--- src/rtl/whack_pkg.sv ---
// Shared definitions for the whack-a-mole game: report encoding, scheduler states, LFSR taps.
package whack_pkg;

  // Result codes carried on hit_miss; the game controller decodes the same values.
  localparam logic [1:0] HM_NONE = 2'b00;
  localparam logic [1:0] HM_HIT  = 2'b01;
  localparam logic [1:0] HM_MISS = 2'b10;

  // Galois tap mask for x^16 + x^14 + x^13 + x^11 + 1.
  localparam logic [15:0] LFSR_MASK = 16'hB400;

  // Round sequencing states of the mole scheduler.
  typedef enum logic [2:0] {
    IDLE   = 3'd0,
    GAP    = 3'd1,
    ACTIVE = 3'd2,
    REPORT = 3'd3,
    HOLD   = 3'd4
  } sched_state_e;

  // One right-shift step of the Galois LFSR.
  function automatic logic [15:0] lfsrStep(input logic [15:0] cur);
    logic [15:0] nxt;
    nxt = {1'b0, cur[15:1]};
    if (cur[0]) begin
      nxt = nxt ^ LFSR_MASK;
    end
    return nxt;
  endfunction

endpackage

--- src/rtl/mole_scheduler_lfsr16.sv ---
// Free-running 16-bit Galois LFSR used to pick mole holes.
module lfsr16
  import whack_pkg::*;
#(
  parameter logic [15:0] SEED = 16'hACE1
) (
  input  logic        clk,
  input  logic        reset,
  output logic [15:0] state_o
);

  logic [15:0] lfsr_q;
  logic [15:0] lfsr_d;

  // Next value: shift right, folding the taps back in when a one falls out.
  always_comb begin
    lfsr_d = lfsrStep(lfsr_q);
  end

  // Advance on every clock regardless of what the rest of the game is doing.
  always_ff @(posedge clk or posedge reset) begin
    if (reset) begin
      lfsr_q <= SEED;
    end else begin
      lfsr_q <= lfsr_d;
    end
  end

  assign state_o = lfsr_q;

endmodule

--- src/rtl/mole_scheduler.sv ---
// Mole round sequencer: dark gap, lit window, hit/miss judgement, report held until the controller leaves Game.
module mole_scheduler
  import whack_pkg::*;
#(
  parameter int          NUM_HOLES   = 4,
  parameter int          CNT_W       = 26,
  parameter int          GAP_CYCLES  = 12_500_000,
  parameter int          WINDOW_INIT = 50_000_000,
  parameter int          WINDOW_MIN  = 10_000_000,
  parameter int          WINDOW_STEP = 2_500_000,
  parameter logic [15:0] LFSR_SEED   = 16'hACE1
) (
  input  logic                 clk,
  input  logic                 reset,
  input  logic                 start,
  input  logic                 enable,
  input  logic [NUM_HOLES-1:0] buttons,
  output logic [NUM_HOLES-1:0] mole_onehot,
  output logic [1:0]           hit_miss,
  output logic [7:0]           hit_count
);

  // NUM_HOLES is restricted to 2, 4 or 8 so the hole index is a plain bit slice of the LFSR.
  localparam int HOLE_W = $clog2(NUM_HOLES);

  localparam logic [CNT_W-1:0] GAP_LOAD   = CNT_W'(GAP_CYCLES);
  localparam logic [CNT_W-1:0] WIN_INIT_V = CNT_W'(WINDOW_INIT);
  localparam logic [CNT_W-1:0] WIN_MIN_V  = CNT_W'(WINDOW_MIN);
  localparam logic [CNT_W-1:0] WIN_STEP_V = CNT_W'(WINDOW_STEP);
  // One bit wider so the "can we still shrink" test never wraps.
  localparam logic [CNT_W:0]   SHRINK_LIMIT = (CNT_W+1)'(WINDOW_MIN + WINDOW_STEP);

  sched_state_e state_q, state_d;
  logic [CNT_W-1:0]     gapCnt_q, gapCnt_d;
  logic [CNT_W-1:0]     winCnt_q, winCnt_d;
  logic [CNT_W-1:0]     windowLen_q, windowLen_d;
  logic [NUM_HOLES-1:0] prevButtons_q;
  logic [HOLE_W-1:0]    prevIdx_q, prevIdx_d;
  logic [NUM_HOLES-1:0] mole_q, mole_d;
  logic [1:0]           hitMiss_q, hitMiss_d;
  logic [7:0]           hitCount_q, hitCount_d;

  logic [15:0]          lfsrState;
  logic [HOLE_W-1:0]    rawIdx;
  logic [HOLE_W-1:0]    pickIdx;
  logic [NUM_HOLES-1:0] rise;
  logic                 targetRise;
  logic                 otherRise;
  logic                 unusedLfsrBits;

  lfsr16 #(
    .SEED(LFSR_SEED)
  ) u_lfsr (
    .clk    (clk),
    .reset  (reset),
    .state_o(lfsrState)
  );

  // Only the low bits pick a hole; the rest of the LFSR state just keeps the sequence long.
  assign unusedLfsrBits = ^lfsrState[15:HOLE_W];

  // Candidate hole, bumped to the neighbour so the same hole never lights twice in a row.
  always_comb begin
    rawIdx  = lfsrState[HOLE_W-1:0];
    pickIdx = rawIdx;
    if (rawIdx == prevIdx_q) begin
      pickIdx = rawIdx + HOLE_W'(1);
    end
  end

  // Press detection: only fresh rising edges count, split into the lit hole and every other hole.
  always_comb begin
    rise       = buttons & ~prevButtons_q;
    targetRise = |(rise & mole_q);
    otherRise  = |(rise & ~mole_q);
  end

  // Round sequencing, judgement, score and difficulty updates.
  always_comb begin
    state_d     = state_q;
    gapCnt_d    = gapCnt_q;
    winCnt_d    = winCnt_q;
    windowLen_d = windowLen_q;
    prevIdx_d   = prevIdx_q;
    mole_d      = mole_q;
    hitMiss_d   = hitMiss_q;
    hitCount_d  = hitCount_q;

    if (start) begin
      state_d     = IDLE;
      hitCount_d  = 8'd0;
      windowLen_d = WIN_INIT_V;
      mole_d      = '0;
      hitMiss_d   = HM_NONE;
    end else begin
      case (state_q)
        IDLE: begin
          mole_d    = '0;
          hitMiss_d = HM_NONE;
          if (enable) begin
            state_d  = GAP;
            gapCnt_d = GAP_LOAD;
          end
        end

        GAP: begin
          mole_d = '0;
          if (!enable) begin
            state_d = IDLE;
          end else if (gapCnt_q <= CNT_W'(1)) begin
            state_d   = ACTIVE;
            prevIdx_d = pickIdx;
            mole_d    = NUM_HOLES'(1) << pickIdx;
            winCnt_d  = windowLen_q;
          end else begin
            gapCnt_d = gapCnt_q - CNT_W'(1);
          end
        end

        ACTIVE: begin
          if (!enable) begin
            state_d = IDLE;
            mole_d  = '0;
          end else if (otherRise) begin
            state_d   = REPORT;
            mole_d    = '0;
            hitMiss_d = HM_MISS;
          end else if (targetRise) begin
            state_d   = REPORT;
            mole_d    = '0;
            hitMiss_d = HM_HIT;
            if (hitCount_q != 8'hFF) begin
              hitCount_d = hitCount_q + 8'd1;
            end
            if ({1'b0, windowLen_q} >= SHRINK_LIMIT) begin
              windowLen_d = windowLen_q - WIN_STEP_V;
            end else begin
              windowLen_d = WIN_MIN_V;
            end
          end else if (winCnt_q <= CNT_W'(1)) begin
            state_d   = REPORT;
            mole_d    = '0;
            hitMiss_d = HM_MISS;
          end else begin
            winCnt_d = winCnt_q - CNT_W'(1);
          end
        end

        REPORT: begin
          if (!enable) begin
            state_d   = HOLD;
            hitMiss_d = HM_NONE;
          end
        end

        HOLD: begin
          if (enable) begin
            state_d  = GAP;
            gapCnt_d = GAP_LOAD;
          end
        end

        default: begin
          state_d   = IDLE;
          mole_d    = '0;
          hitMiss_d = HM_NONE;
        end
      endcase
    end
  end

  // State register; buttons held through reset look "already pressed" so they cannot fake a hit.
  always_ff @(posedge clk or posedge reset) begin
    if (reset) begin
      state_q       <= IDLE;
      gapCnt_q      <= '0;
      winCnt_q      <= '0;
      windowLen_q   <= WIN_INIT_V;
      prevButtons_q <= '1;
      prevIdx_q     <= '0;
      mole_q        <= '0;
      hitMiss_q     <= HM_NONE;
      hitCount_q    <= 8'd0;
    end else begin
      state_q       <= state_d;
      gapCnt_q      <= gapCnt_d;
      winCnt_q      <= winCnt_d;
      windowLen_q   <= windowLen_d;
      prevButtons_q <= buttons;
      prevIdx_q     <= prevIdx_d;
      mole_q        <= mole_d;
      hitMiss_q     <= hitMiss_d;
      hitCount_q    <= hitCount_d;
    end
  end

  assign mole_onehot = mole_q;
  assign hit_miss    = hitMiss_q;
  assign hit_count   = hitCount_q;

endmodule

--- config.mk ---
export PLATFORM = sky130hd
export DESIGN_NAME = mole_scheduler
export DESIGN_NICKNAME = d
export VERILOG_FILES = /design/src/rtl/whack_pkg.sv /design/src/rtl/mole_scheduler_lfsr16.sv /design/src/rtl/mole_scheduler.sv
export SDC_FILE = /design/constraint.sdc
export NUM_CORES = 1
export LEC_CHECK = 0
export BUFFER_PORTS_ARGS = -buffer_cell sky130_fd_sc_hd__buf_2
export CAP_MARGIN = 20
export CORE_UTILIZATION = 55
export DETAILED_ROUTE_END_ITERATION = 8
export GPL_ROUTABILITY_DRIVEN = 0
export HOLD_SLACK_MARGIN = 0.1
export PLACE_DENSITY = 0.73
export SYNTH_ARGS = -nofsm -noshare
export SYNTH_HDL_FRONTEND = slang
export SYNTH_HIERARCHICAL = 1
export SYNTH_SLANG_ARGS = --single-unit
--- constraint.sdc ---
create_clock -name clk -period 5.1 [get_ports clk]
set_input_delay 1.02 -clock clk [delete_from_list [all_inputs] [get_ports clk]]
set_output_delay 1.02 -clock clk [all_outputs]
set_load 0.03 [all_outputs]
; Word-level counts from Yosys, hierarchy flattened
; Cells that the tools add are included.
[totals]
inputBits = 8
elab_cells = 119
reg_bits = 117
out_inout_bits = 14
[classes]
muxes = 50
reduce_logical = 20
n_eq_ne = 23
add_sub_neg = 5
n_bitwise = 7
order_cmp = 3
shifts = 1
[op_table]
columns = op, n
row1 = $mux W26, 15
row2 = $pmux W26 S2, 2
row3 = $le A26 B1 Y1 const B, 2
row4 = $sub A26 B1 Y26 const B, 2
row5 = $mux W8, 6
row6 = $mux W4, 7
row7 = $mux W3, 9
row8 = $ge A26 B24 Y1 const B, 1
row9 = $sub A26 B22 Y26 const B, 1
row10 = $mux W16, 1
row11 = $ne A2 B2 Y1 const B, 8
row12 = $reduce_and A4 Y1, 4
row13 = $mux W2, 7
row14 = $and A4 B4 Y4, 3
row15 = $pmux W3 S4, 1
row16 = $pmux W4 S3, 1
row17 = $reduce_bool A2 Y1, 6
row18 = $reduce_and A5 Y1, 2
row19 = $add A8 B1 Y8 const B, 1
row20 = $ne A8 B8 Y1 const B, 1
row21 = $not A4 Y4, 2
row22 = $reduce_and A8 Y1, 1
row23 = $reduce_or A4 Y1, 2
row24 = $eq A3 B2 Y1 const B, 2
row25 = other kinds (17), 22

; Longest topological paths before layout
; Gate-level depths: netlist of the first run.
[logic_depth]
word_depth = 9
ltp_mapped = 10
depth_no_buf = 8

; By module
; Netlist of the first run, hierarchy kept.
[modules_own_cells]
columns = module, area_per_inst_um2, n_inst, cells_each, seq_area_each_um2
row1 = mole_scheduler, 5708.0, 1, 662, 2422.3
row2 = lfsr16, 538.0, 1, 33, 410.4

; Least setup slack after synthesis of the first run
; No wires, ideal clock.
[synth_path]
path_type = in2reg
from = in buttons[2]
to = reg windowLen_q[18]
path_slack_ns = 2.352
required_ns = 5.022
path_stages = 9
arrival_ns = 2.670
path_buffers = 3
setup_time_ns = 0.078
path_cell_list = nand2b_1 > and4_1 > clkbuf_1 > or4_1 > buf_2 > nor2_2 > buf_4 > nand4b_1 > a21oi_1
[synth_between]
elab_chain_cells = 5
elab_cells_between_ends = 8
classes_between = eq/ne (1) / bitwise (3) / reduce/logical (4)
[synth_lines]
columns = item, line_no
row1 = start: declaration, mole_scheduler.sv:17  ; input logic [NUM_HOLES-1:0] buttons,
row2 = $and A4 B4 Y4 *, mole_scheduler.sv:73  ; rise = buttons & ~prevButtons_q;
row3 = $and A4 B4 Y4 (on tied branches), "mole_scheduler.sv:75, mole_scheduler.sv:74"
row4 = $reduce_or A4 Y1 (on tied branches), "mole_scheduler.sv:75, mole_scheduler.sv:74"
row5 = $ne A2 B2 Y1 (no source line) or $reduce_bool A2 Y1 (tied branches), --
row6 = $reduce_and A4 Y1 (no source line) *, --
row7 = end signal: assignment, mole_scheduler.sv:188  ; windowLen_q <= windowLen_d;
row8 = end: declaration, mole_scheduler.sv:36  ; logic [CNT_W-1:0] windowLen_q, windowLen_d;
; Mark *: on every way between the ends. The rest lies on a longest branch, timed or not.
; A chain may end at the register's enable or synchronous reset.

; Worst setup path in the final report of the first run
; Same ends and word-level chain as after synthesis.

==> impl_results.md, run 1 <==
* Status: finished, final reports clean
* Worst reg2reg path startpoint: state_q[1]
* Max clock buf depth at 2
* Critical Path Start: buttons[2]
* Clk_lat worst skew at 400 ps
* P&R area growth vs syn at 5.83%
* Ant. Diodes at 0
* Worst path arrival time at 3320 ps
* Die area at 0.0116 mm^2
* CP endpoint kind: register
* RSZ-0062 raised after global routing: false
* Max_cap viols at 0
* Detailed Routing Iterations Pass 1 at 6
* Antenna violations before repair at 0
* Die Span X at 108 um
* Max_slew headroom at 0.331
* Die H at 108 um
* Setup-failing EPs final at 0
* PostCTS Resize Cnt at 0
* GRT Total Usage at 0.262
* Total setup buffers inserted after CTS at 0
* Synth Net Count at 698
* First-pass GRT wire length at 23900 um
* Initial core utilization at 0.566
* Detailed Route Iter0 Violations at 389
* Avg Inst Size Synth at 9.01 um^2
* Routed len/inst at 17.6 um
* Final wirelength at 14600 um
* GRT overflow at 0
* Vias in the first global route at 4858
* Worst slack, placed at 1680 ps
* Root buffer cell: clkbuf_8
* Crit path max fanout at 15
* Worst Reg2Reg Path Length in Cells at 6
* Post-placement cell area at 0.00633 mm^2
* Post-CTS Hold Buffers at 0
* Crit path time final at 2990 ps
* Clock transition at path regs at 110 ps
* Largest net degree at the start of global routing at 67
* Power per cell area at 248 mW/mm^2
* Post-DP HPWL at 9800 um
* Critical path class: input pin to register
* Count of final hold-check violations at 0
* Yosys warning total at 6
* VDD IR-drop max at 0.251 mV
* TritonCTS buffer count at 9
* CP required at 5420 ps
* # nets final at 697
* Row count at 38
* CTS sink count at 112
* I/O pins at 22
* Setup TNS at 0 ps
* Setup Skew at 8.44 ps
* Synthesized instance count at 684
* Via Count at 5305
* Crit Reg-Reg Endpoint: windowLen_q[18]
* Vias per cell at 6.41
* Core area at 0.0109 mm^2
* Leakage at 2.63 nW
* Tcrit/Tclk final at 0.587
* Setup ws final at 2110 ps
* Layout cells sized above 1 at 0.128
* CTS tree: done
* Fmax at 0.334 GHz
* Crit path to: windowLen_q[18]
* Post-route ant nets at 0
* R2R setup slack at 2280 ps
* Worst Hold Class: register to register
* Final instance area at 0.00652 mm^2
* Synth Cell Area at 0.00616 mm^2
* Hold_sp: u_lfsr/state_o[3]
* I/O Buffers at 21
* Residual DRC at 0
* Worst slew pin tran at 1000 ps
* Slew Limit Fails at 0
* # H-tree levels at 3
* Startpoint types: input pin
-- cell type report --
class / count / area, um^2
Inverter: 13 / 51.3
Tap cell: 140 / 175
Multi-Input combinational cell: 519 / 3110
Clock inverter: 7 / 71.3
Timing Repair Buffer: 28 / 158
Fill cell: 943 / 4370
Clock buffer: 9 / 124
Sequential cell: 112 / 2830
-- where the power goes --
part	switching (W)	leakage, nW	internal [W]	total [W]
Combinational	0.0000951	1.13	0.0000423	0.000137
Clock	0.000345	0.0931	0.000192	0.000537
Sequential	0.0000281	1.40	0.000912	0.000940
Total	0.000468	2.63	0.00115	0.00161
-- cells in the final DEF (no fill, tap or decap), types with 4 or more instances in the layout --
cell type,count
dfrtp_1,88
nor2_1,68
nand2_1,58
a21oi_1,57
o21ai_0,50
nor3_1,25
dfstp_2,24
buf_2,21
nand3_1,20
nor4_1,16
a31oi_1,16
nand2b_1,14
or3_1,13
o21ai_1,13
inv_1,12
o21a_1,11
o31ai_1,10
xnor2_1,9
clkbuf_8,9
or4_1,8
xor2_1,8
nor2b_1,7
nand4_1,7
buf_4,7
and3_1,6
ha_1,6
o22ai_1,5
nor3b_1,4
o2bb2ai_1,4
or2_2,4
a211oi_1,4
mux2i_1,4
a221o_1,4
-- worst min path at each step --
stage | endpoint | slack (ps) | cells past startpoint
detailed placement | u_lfsr/state_o[7] | 340 | 0
CTS | u_lfsr/state_o[6] | 360 | 0
finish | u_lfsr/state_o[2] | 360 | 0
floorplan | u_lfsr/state_o[1] | 330 | 0
global route | u_lfsr/state_o[5] | 370 | 0
global placement | u_lfsr/state_o[7] | 340 | 0
-- sequential cells by signal (all words and copies together) (netlist names) --
signal,count
gapCnt_q,26
hit_count,8
hit_miss,2
mole_onehot,4
prevButtons_q,4
prevIdx_q,2
state_q,3
u_lfsr/state_o,16
winCnt_q,26
windowLen_q,21
-- stage by stage --
stage | power (W) | util | hold slack [ps] | cells
after floorplan | 0.00105 | - | 331 | 684
after global placement | 0.00109 | 0.581 | 338 | 812
after detailed placement | 0.00109 | 0.581 | 340 | 812
after CTS | 0.00163 | 0.599 | 365 | 828
after global routing | 0.00167 | 0.599 | 367 | 828
final | 0.00161 | 0.599 | 363 | 828
-- metal layers --
layer | GRT usage | share of wire
met1 | 0.344 | 0.44
met4 | 0.0685 | 0.012
met5 | 0 | 0
met3 | 0.0575 | 0.044
met2 | 0.437 | 0.50
-- worst max-delay path, stage by stage --
cell      delay (ps)
buf_2             90
nand2b_1          70
and4_1           290
or4_1            840
nor2_2           610
nand4b_1         200
a21oi_1          190
Note: power is estimated with default switching activity, not from simulation.
==> inputs of run 2 (changes only) <==
--- a/config.mk
+++ b/config.mk
@@ -5,13 +5,14 @@
 export SDC_FILE = /design/constraint.sdc
 export NUM_CORES = 1
 export LEC_CHECK = 0
+export ABC_AREA = 1
 export BUFFER_PORTS_ARGS = -buffer_cell sky130_fd_sc_hd__buf_2
 export CAP_MARGIN = 20
 export CORE_UTILIZATION = 55
 export DETAILED_ROUTE_END_ITERATION = 8
 export GPL_ROUTABILITY_DRIVEN = 0
 export HOLD_SLACK_MARGIN = 0.1
-export PLACE_DENSITY = 0.73
+export PLACE_DENSITY = 0.76
 export SYNTH_ARGS = -nofsm -noshare
 export SYNTH_HDL_FRONTEND = slang
 export SYNTH_HIERARCHICAL = 1
==> constraint.sdc (replaced) <==
create_clock -name clk -period 2.4 [get_ports clk]
set_input_delay 0.48 -clock clk [delete_from_list [all_inputs] [get_ports clk]]
set_output_delay 0.48 -clock clk [all_outputs]
set_load 0.03 [all_outputs]
==> run 2 against run 1 <==
  * Hold slack worse by 190 ps
  * First-iteration DRC count is 71% higher
  * Die area rose by 19%
  * Clock skew is 4.6 ps higher
  * Register-to-register slack worse by 2000 ps
  * Highest routed layer unchanged
==> impl_results.md, run 2 <==
* Status: finished, final reports clean
* Leakage at 3.95 nW (+50%)
* CTS sink count at 112 (unchanged)
* # nets final at 1116 (+60%)
* # H-tree levels at 3 (unchanged)
* GRT Total Usage at 0.263 (+0.00108)
* Startpoint types: register
* Final wirelength at 17400 um (+19%)
* Synthesized instance count at 1088 (+59%)
* Worst Hold Class: input pin to asynchronous set/reset pin
* Crit path max fanout at 34 (+19)
* Final instance area at 0.00794 mm^2 (+22%)
* P_sw at 0.00363 W (+680%)
* Detailed Route Iter0 Violations at 665 (+71%)
* Final Core Density at 0.619 (+0.0201)
* Max_slew headroom at 0.595 (+0.264)
* Worst slew pin tran at 601 ps (-399 ps)
* Post-placement cell area at 0.00761 mm^2 (+20%)
* CTS tree: done
* Routed len/inst at 13.6 um (-23%)
* Max_cap viols at 0 (unchanged)
* Residual DRC at 0 (unchanged)
* Clock share of power at 0.206 (-0.126)
* Post-DP HPWL at 12500 um (+27%)
* Antenna violations before repair at 0 (unchanged)
* Setup ws final at 268 ps (-1840 ps)
* VDD IR-drop max at 0.789 mV (+210%)
* Row count at 41 (+7.9%)
* Count of final hold-check violations at 0 (unchanged)
* Die Span X at 118 um (+9.2%)
* First-pass GRT wire length at 29800 um (+25%)
* I/O Buffers at 21 (unchanged)
* Die area at 0.0139 mm^2 (+19%)
* Core area at 0.0128 mm^2 (+18%)
* Logic pwr share at 0.442 (+0.357)
* Avg Inst Size Synth at 6.78 um^2 (-25%)
* Initial core utilization at 0.575 (+0.00905)
* Setup Skew at 13.0 ps (+4.58 ps)
* Post-CTS Hold Buffers at 0 (unchanged)
* Synth Cell Area at 0.00738 mm^2 (+20%)
* Root buffer cell: clkbuf_16
* Post-route ant nets at 0 (unchanged)
* Setup TNS at 0 ps (unchanged)
* RSZ-0062 raised after global routing: false
* Fmax at 0.469 GHz
* Seq pwr share at 0.352 (-0.230)
* Setup-failing EPs final at 0 (unchanged)
* Most common cell after layout, fill and taps aside: nand2_1
* Clock transition at path regs at 90 ps (-20 ps)
* Synth Net Count at 1102 (+58%)
* CP required at 2650 ps (-2770 ps)
* P&R area growth vs syn at 7.65%
* Via Count at 6882 (+30%)
* Critical path class: register to register
* Crit path time final at 2130 ps
* Layout cells sized above 1 at 0.119 (-0.00867)
* Total setup buffers inserted after CTS at 0 (unchanged)
* Worst slack, placed at 274 ps (-1410 ps)
* Clk_lat worst skew at 380 ps (-20 ps)
* Vias in the first global route at 6322 (+30%)
* Max clock buf depth at 2 (unchanged)
* Int Power at 0.00414 W (+260%)
* Hold Slack at 169 ps (-194 ps)
* Tcrit/Tclk final at 0.888
* Commonest non-fill, non-tap cells in the layout: 344 x nand2_1, 163 x nor2_1, 125 x nand3_1
* Yosys warning total at 6 (unchanged)
* Slew Limit Fails at 0 (unchanged)
* Worst path arrival time at 2380 ps (-940 ps)
* I/O pins at 22 (unchanged)
* Largest net degree at the start of global routing at 97 (+45%)
* Sw Share at 0.467 (+0.177)
* Die H at 118 um (+9.2%)
* PostCTS Resize Cnt at 0 (unchanged)
* Ant. Diodes at 0 (unchanged)
* Detailed Routing Iterations Pass 1 at 6 (unchanged)
* Top flop regs: gapCnt_q (26), winCnt_q (26), windowLen_q (21)
* GRT overflow at 0 (unchanged)
* Power per cell area at 979 mW/mm^2 (+300%)
* CP endpoint kind: register
* TritonCTS buffer count at 9 (unchanged)
* Vias per cell at 5.38 (-16%)
## run 2: worst paths after layout
kind | startpoint | to | slack [ps] | depth (start not counted)
max reg2reg | gapCnt_q[1] | gapCnt_q[22] | 270 | 11
max | gapCnt_q[1] | gapCnt_q[22] | 270 | 11
min in group clk | buttons[2] | prevButtons_q[2] | 220 | 1
min reg2reg | u_lfsr/state_o[7] | u_lfsr/state_o[6] | 360 | 0
max in group asynchronous | reset | windowLen_q[7] | 1750 | 3
min | reset | u_lfsr/state_o[12] | 170 | 2
## run 2: layout make-up
type | count | area [um^2]
timing repair buffer | 31 | 193
tap | 172 | 215
fill | 1193 | 4880
inverter | 110 | 424
sequential | 112 | 2830
clock buffer | 9 | 225
multi-input combinational | 838 | 3950
clock inverter | 7 | 98.8
## run 2: power by group through the flow
| stage | sequential [W] | combinational [W] | clock [W] |
|---|---|---|---|
| final | 0.00273 | 0.00344 | 0.00160 |
| after CTS | 0.00272 | 0.00340 | 0.00165 |
| after global routing | 0.00279 | 0.00392 | 0.00170 |
| after floorplan | 0.00260 | 0.00273 | 0 |
| after global placement | 0.00275 | 0.00333 | 0 |
| after detailed placement | 0.00275 | 0.00337 | 0 |
## run 2: per-layer routing
metal / global-route usage / wire length, um / vias to the layer above
met4: 0.112 / 640 / 0
met2: 0.413 / 7970 / 195
li1: - / - / 3498
met3: 0.0514 / 849 / 50
met5: 0 / 0 / -
met1: 0.354 / 7960 / 3139
## run 2: worst max-delay path: stages, from the launching register on
cell	delay (ps)
dfrtp_1	390
inv_1	120
ha_2	260
inv_1	60
nor3_2	250
nand3_1	120
nand2_2	120
nand2_2	70
nand2_4	190
inv_4	210
nand2_1	140
o21ai_2	60
## run 2: through the flow
stage / cells / total power, W
final: 1279 / 0.00777
after global routing: 1279 / 0.00841
after CTS: 1279 / 0.00777
after detailed placement: 1263 / 0.00612
after global placement: 1263 / 0.00608
after floorplan: 1088 / 0.00534
==> inputs of run 3 (changes only) <==
--- a/config.mk
+++ b/config.mk
@@ -12,7 +12,7 @@
 export DETAILED_ROUTE_END_ITERATION = 8
 export GPL_ROUTABILITY_DRIVEN = 0
 export HOLD_SLACK_MARGIN = 0.1
-export PLACE_DENSITY = 0.76
+export PLACE_DENSITY = 0.73
 export SYNTH_ARGS = -nofsm -noshare
 export SYNTH_HDL_FRONTEND = slang
 export SYNTH_HIERARCHICAL = 1
==> constraint.sdc (replaced) <==
create_clock -name clk -period 2.3 [get_ports clk]
set_input_delay 0.46 -clock clk [delete_from_list [all_inputs] [get_ports clk]]
set_output_delay 0.46 -clock clk [all_outputs]
set_load 0.03 [all_outputs]
==> run 3 against run 2 <==
  * Critical path depth stayed put
  * Core utilization rose by 0.39 points
  * Die area unchanged
  * Final cell count rose by 0.47%
  * Hold slack got worse by 26 ps
  * Wire length is 2.2% higher
  * Critical endpoint is now winCnt_q[17]
==> impl_results.md, run 3 (synthesized netlist as in run 2, its figures left out) <==
* Crit path max fanout at 27 (-21%)
* Crit-path cells: inv_1, nand3_1, nand2_1, nor2_1, nand2_1, nor2_2, nand2_4, nand2_4, nand2_8, nand2_1, nand2_1
* Antenna violations before repair at 0 (unchanged)
* Sw Share at 0.464 (-0.00355)
* Clock share of power at 0.204 (-0.002)
* Fill count at 1225 (+2.7%)
* First-pass GRT wire length at 29900 um (+0.37%)
* Startpoint types: register
* # nets final at 1122 (+0.54%)
* Max clock buf depth at 2 (unchanged)
* Power per cell area at 1010 mW/mm^2 (+3.3%)
* Post-CTS Hold Buffers at 0 (unchanged)
* Fmax at 0.483 GHz (+3.1%)
* Setup TNS at 0 ps (unchanged)
* Setup Skew at 10.7 ps (-2.31 ps)
* Worst Reg2Reg Path Length in Cells at 11 (unchanged)
* RSZ-0062 raised after global routing: false
* Setup ws final at 231 ps (-36.8 ps)
* Area of the multi-input gates at 0.00395 mm^2 (about the same)
* Ant. Diodes at 0 (unchanged)
* Detailed Routing Iterations Pass 1 at 5 (-1)
* Worst slew pin tran at 537 ps (-63.9 ps)
* Int Power at 0.00433 W (+4.6%)
* Die H at 118 um (unchanged)
* Max_slew headroom at 0.642 (+0.0464)
* Residual DRC at 0 (unchanged)
* I/O Buffers at 21 (unchanged)
* Initial core utilization at 0.575 (unchanged)
* Vias per cell at 5.33 (-0.96%)
* Hold Slack at 143 ps (-26.5 ps)
* Leakage at 3.98 nW (+0.80%)
* GRT Total Usage at 0.264 (+0.00114)
* Setup-failing EPs final at 0 (unchanged)
* Die area at 0.0139 mm^2 (unchanged)
* Critical path class: register to register
* Clk_lat worst skew at 370 ps (about the same)
* Slew Limit Fails at 0 (unchanged)
* I/O pins at 22 (unchanged)
* GRT overflow at 0 (unchanged)
* Layout cells sized above 1 at 0.123 (+0.00385)
* Tcrit/Tclk final at 0.900 (+0.0111)
* Die Span X at 118 um (unchanged)
* Most common cell after layout, fill and taps aside: nand2_1
* Core area at 0.0128 mm^2 (unchanged)
* Total setup buffers inserted after CTS at 0 (unchanged)
* Crit path time final at 2070 ps (-63.2 ps)
* Max_cap viols at 0 (unchanged)
* Cell repeated most along the worst path: nand2_1
* Final Core Density at 0.623 (+0.00390)
* Worst path arrival time at 2330 ps (-50 ps)
* CTS sink count at 112 (unchanged)
* Clock transition at path regs at 90 ps (about the same)
* Commonest non-fill, non-tap cells in the layout: 344 x nand2_1, 163 x nor2_1, 125 x nand3_1
* Root buffer cell: clkbuf_16
* Max stage delay on crit path at 550 ps (+160 ps)
* Seq pwr share at 0.354 (+0.002)
* TritonCTS buffer count at 9 (unchanged)
* Status: finished, final reports clean
* Crit Reg-Reg Endpoint: winCnt_q[17]
* Worst reg2reg path startpoint: prevButtons_q[0]
* Reg area at 0.00283 mm^2 (unchanged)
* Logic pwr share at 0.442 (about the same)
* Post-route ant nets at 0 (unchanged)
* CP endpoint kind: register
* CTS tree: done
* Post-DP HPWL at 12700 um (+1.9%)
* Top flop regs: gapCnt_q (26), winCnt_q (26), windowLen_q (21)
* Worst Hold Class: input pin to asynchronous set/reset pin
* Count of final hold-check violations at 0 (unchanged)
* P_sw at 0.00374 W (+3.1%)
* PostCTS Resize Cnt at 0 (unchanged)
* Routed len/inst at 13.9 um (+1.7%)
* Detailed Route Iter0 Violations at 626 (-5.9%)
* Post-Layout Cell Count at 1285 (+0.47%)
* Slowest stage cell, crit path: dfstp_2
* Largest net degree at the start of global routing at 97 (unchanged)
* Via Count at 6848 (-0.49%)
* # H-tree levels at 3 (unchanged)
* CP required at 2560 ps (-90 ps)
* VDD IR-drop max at 0.685 mV (-13%)
* Worst slack, placed at 219 ps (-55.3 ps)
* Vias in the first global route at 6195 (-2.0%)
* Inst Count DP at 1269 (+0.48%)
* Row count at 41 (unchanged)
* P&R area growth vs syn at 8.33%
* R2R setup slack at 230 ps (-40 ps)
* Final wirelength at 17800 um (+2.2%)
-- run 3: worst max-delay path, delay by kind of cell, from the launching register on --
kind	cells	cell delay, ps
flops	1	550
simple gates	10	1340
buf+inv	1	60
-- run 3: metal layers --
layer  vias to the layer above  track usage  share of wire
met1                      3182        0.356           0.47
met3                        22       0.0388          0.034
met5                         -            0              0
li1                       3508            -              -
met4                         0       0.0881          0.021
met2                       136        0.435           0.47
-- run 3: worst max-delay path by stage --
stage | slack (ps) | start | to | depth (start not counted)
after floorplan | 500 | gapCnt_q[0] | gapCnt_q[1] | 12
after global placement | 260 | buttons[1] | winCnt_q[22] | 11
after detailed placement | 220 | buttons[1] | winCnt_q[17] | 11
after CTS | 210 | prevButtons_q[0] | winCnt_q[1] | 11
after global routing | 10 | prevButtons_q[0] | winCnt_q[18] | 11
final | 230 | prevButtons_q[0] | winCnt_q[17] | 11
-- run 3: stage by stage --
stage / power, W / area [um^2]
after floorplan: 0.00557 / 7380
after global placement: 0.00635 / 7670
after detailed placement: 0.00641 / 7670
after CTS: 0.00809 / 7990
after global routing: 0.00871 / 7990
final: 0.00808 / 7990
-- run 3: layout make-up --
cell class / count / share of cell area
Tap cell: 172 / 0.0269
Sequential cell: 112 / 0.355
Clock buffer: 9 / 0.0282
Clock inverter: 7 / 0.0117
Inverter: 110 / 0.0531
Multi-Input combinational cell: 838 / 0.494
Timing Repair Buffer: 37 / 0.0313
-- run 3: power groups by stage --
stage	clock [W]	combinational [W]	sequential, W
after floorplan	0	0.00285	0.00272
after global placement	0	0.00349	0.00287
after detailed placement	0	0.00354	0.00287
after CTS	0.00169	0.00356	0.00284
after global routing	0.00175	0.00405	0.00290
final	0.00165	0.00357	0.00286
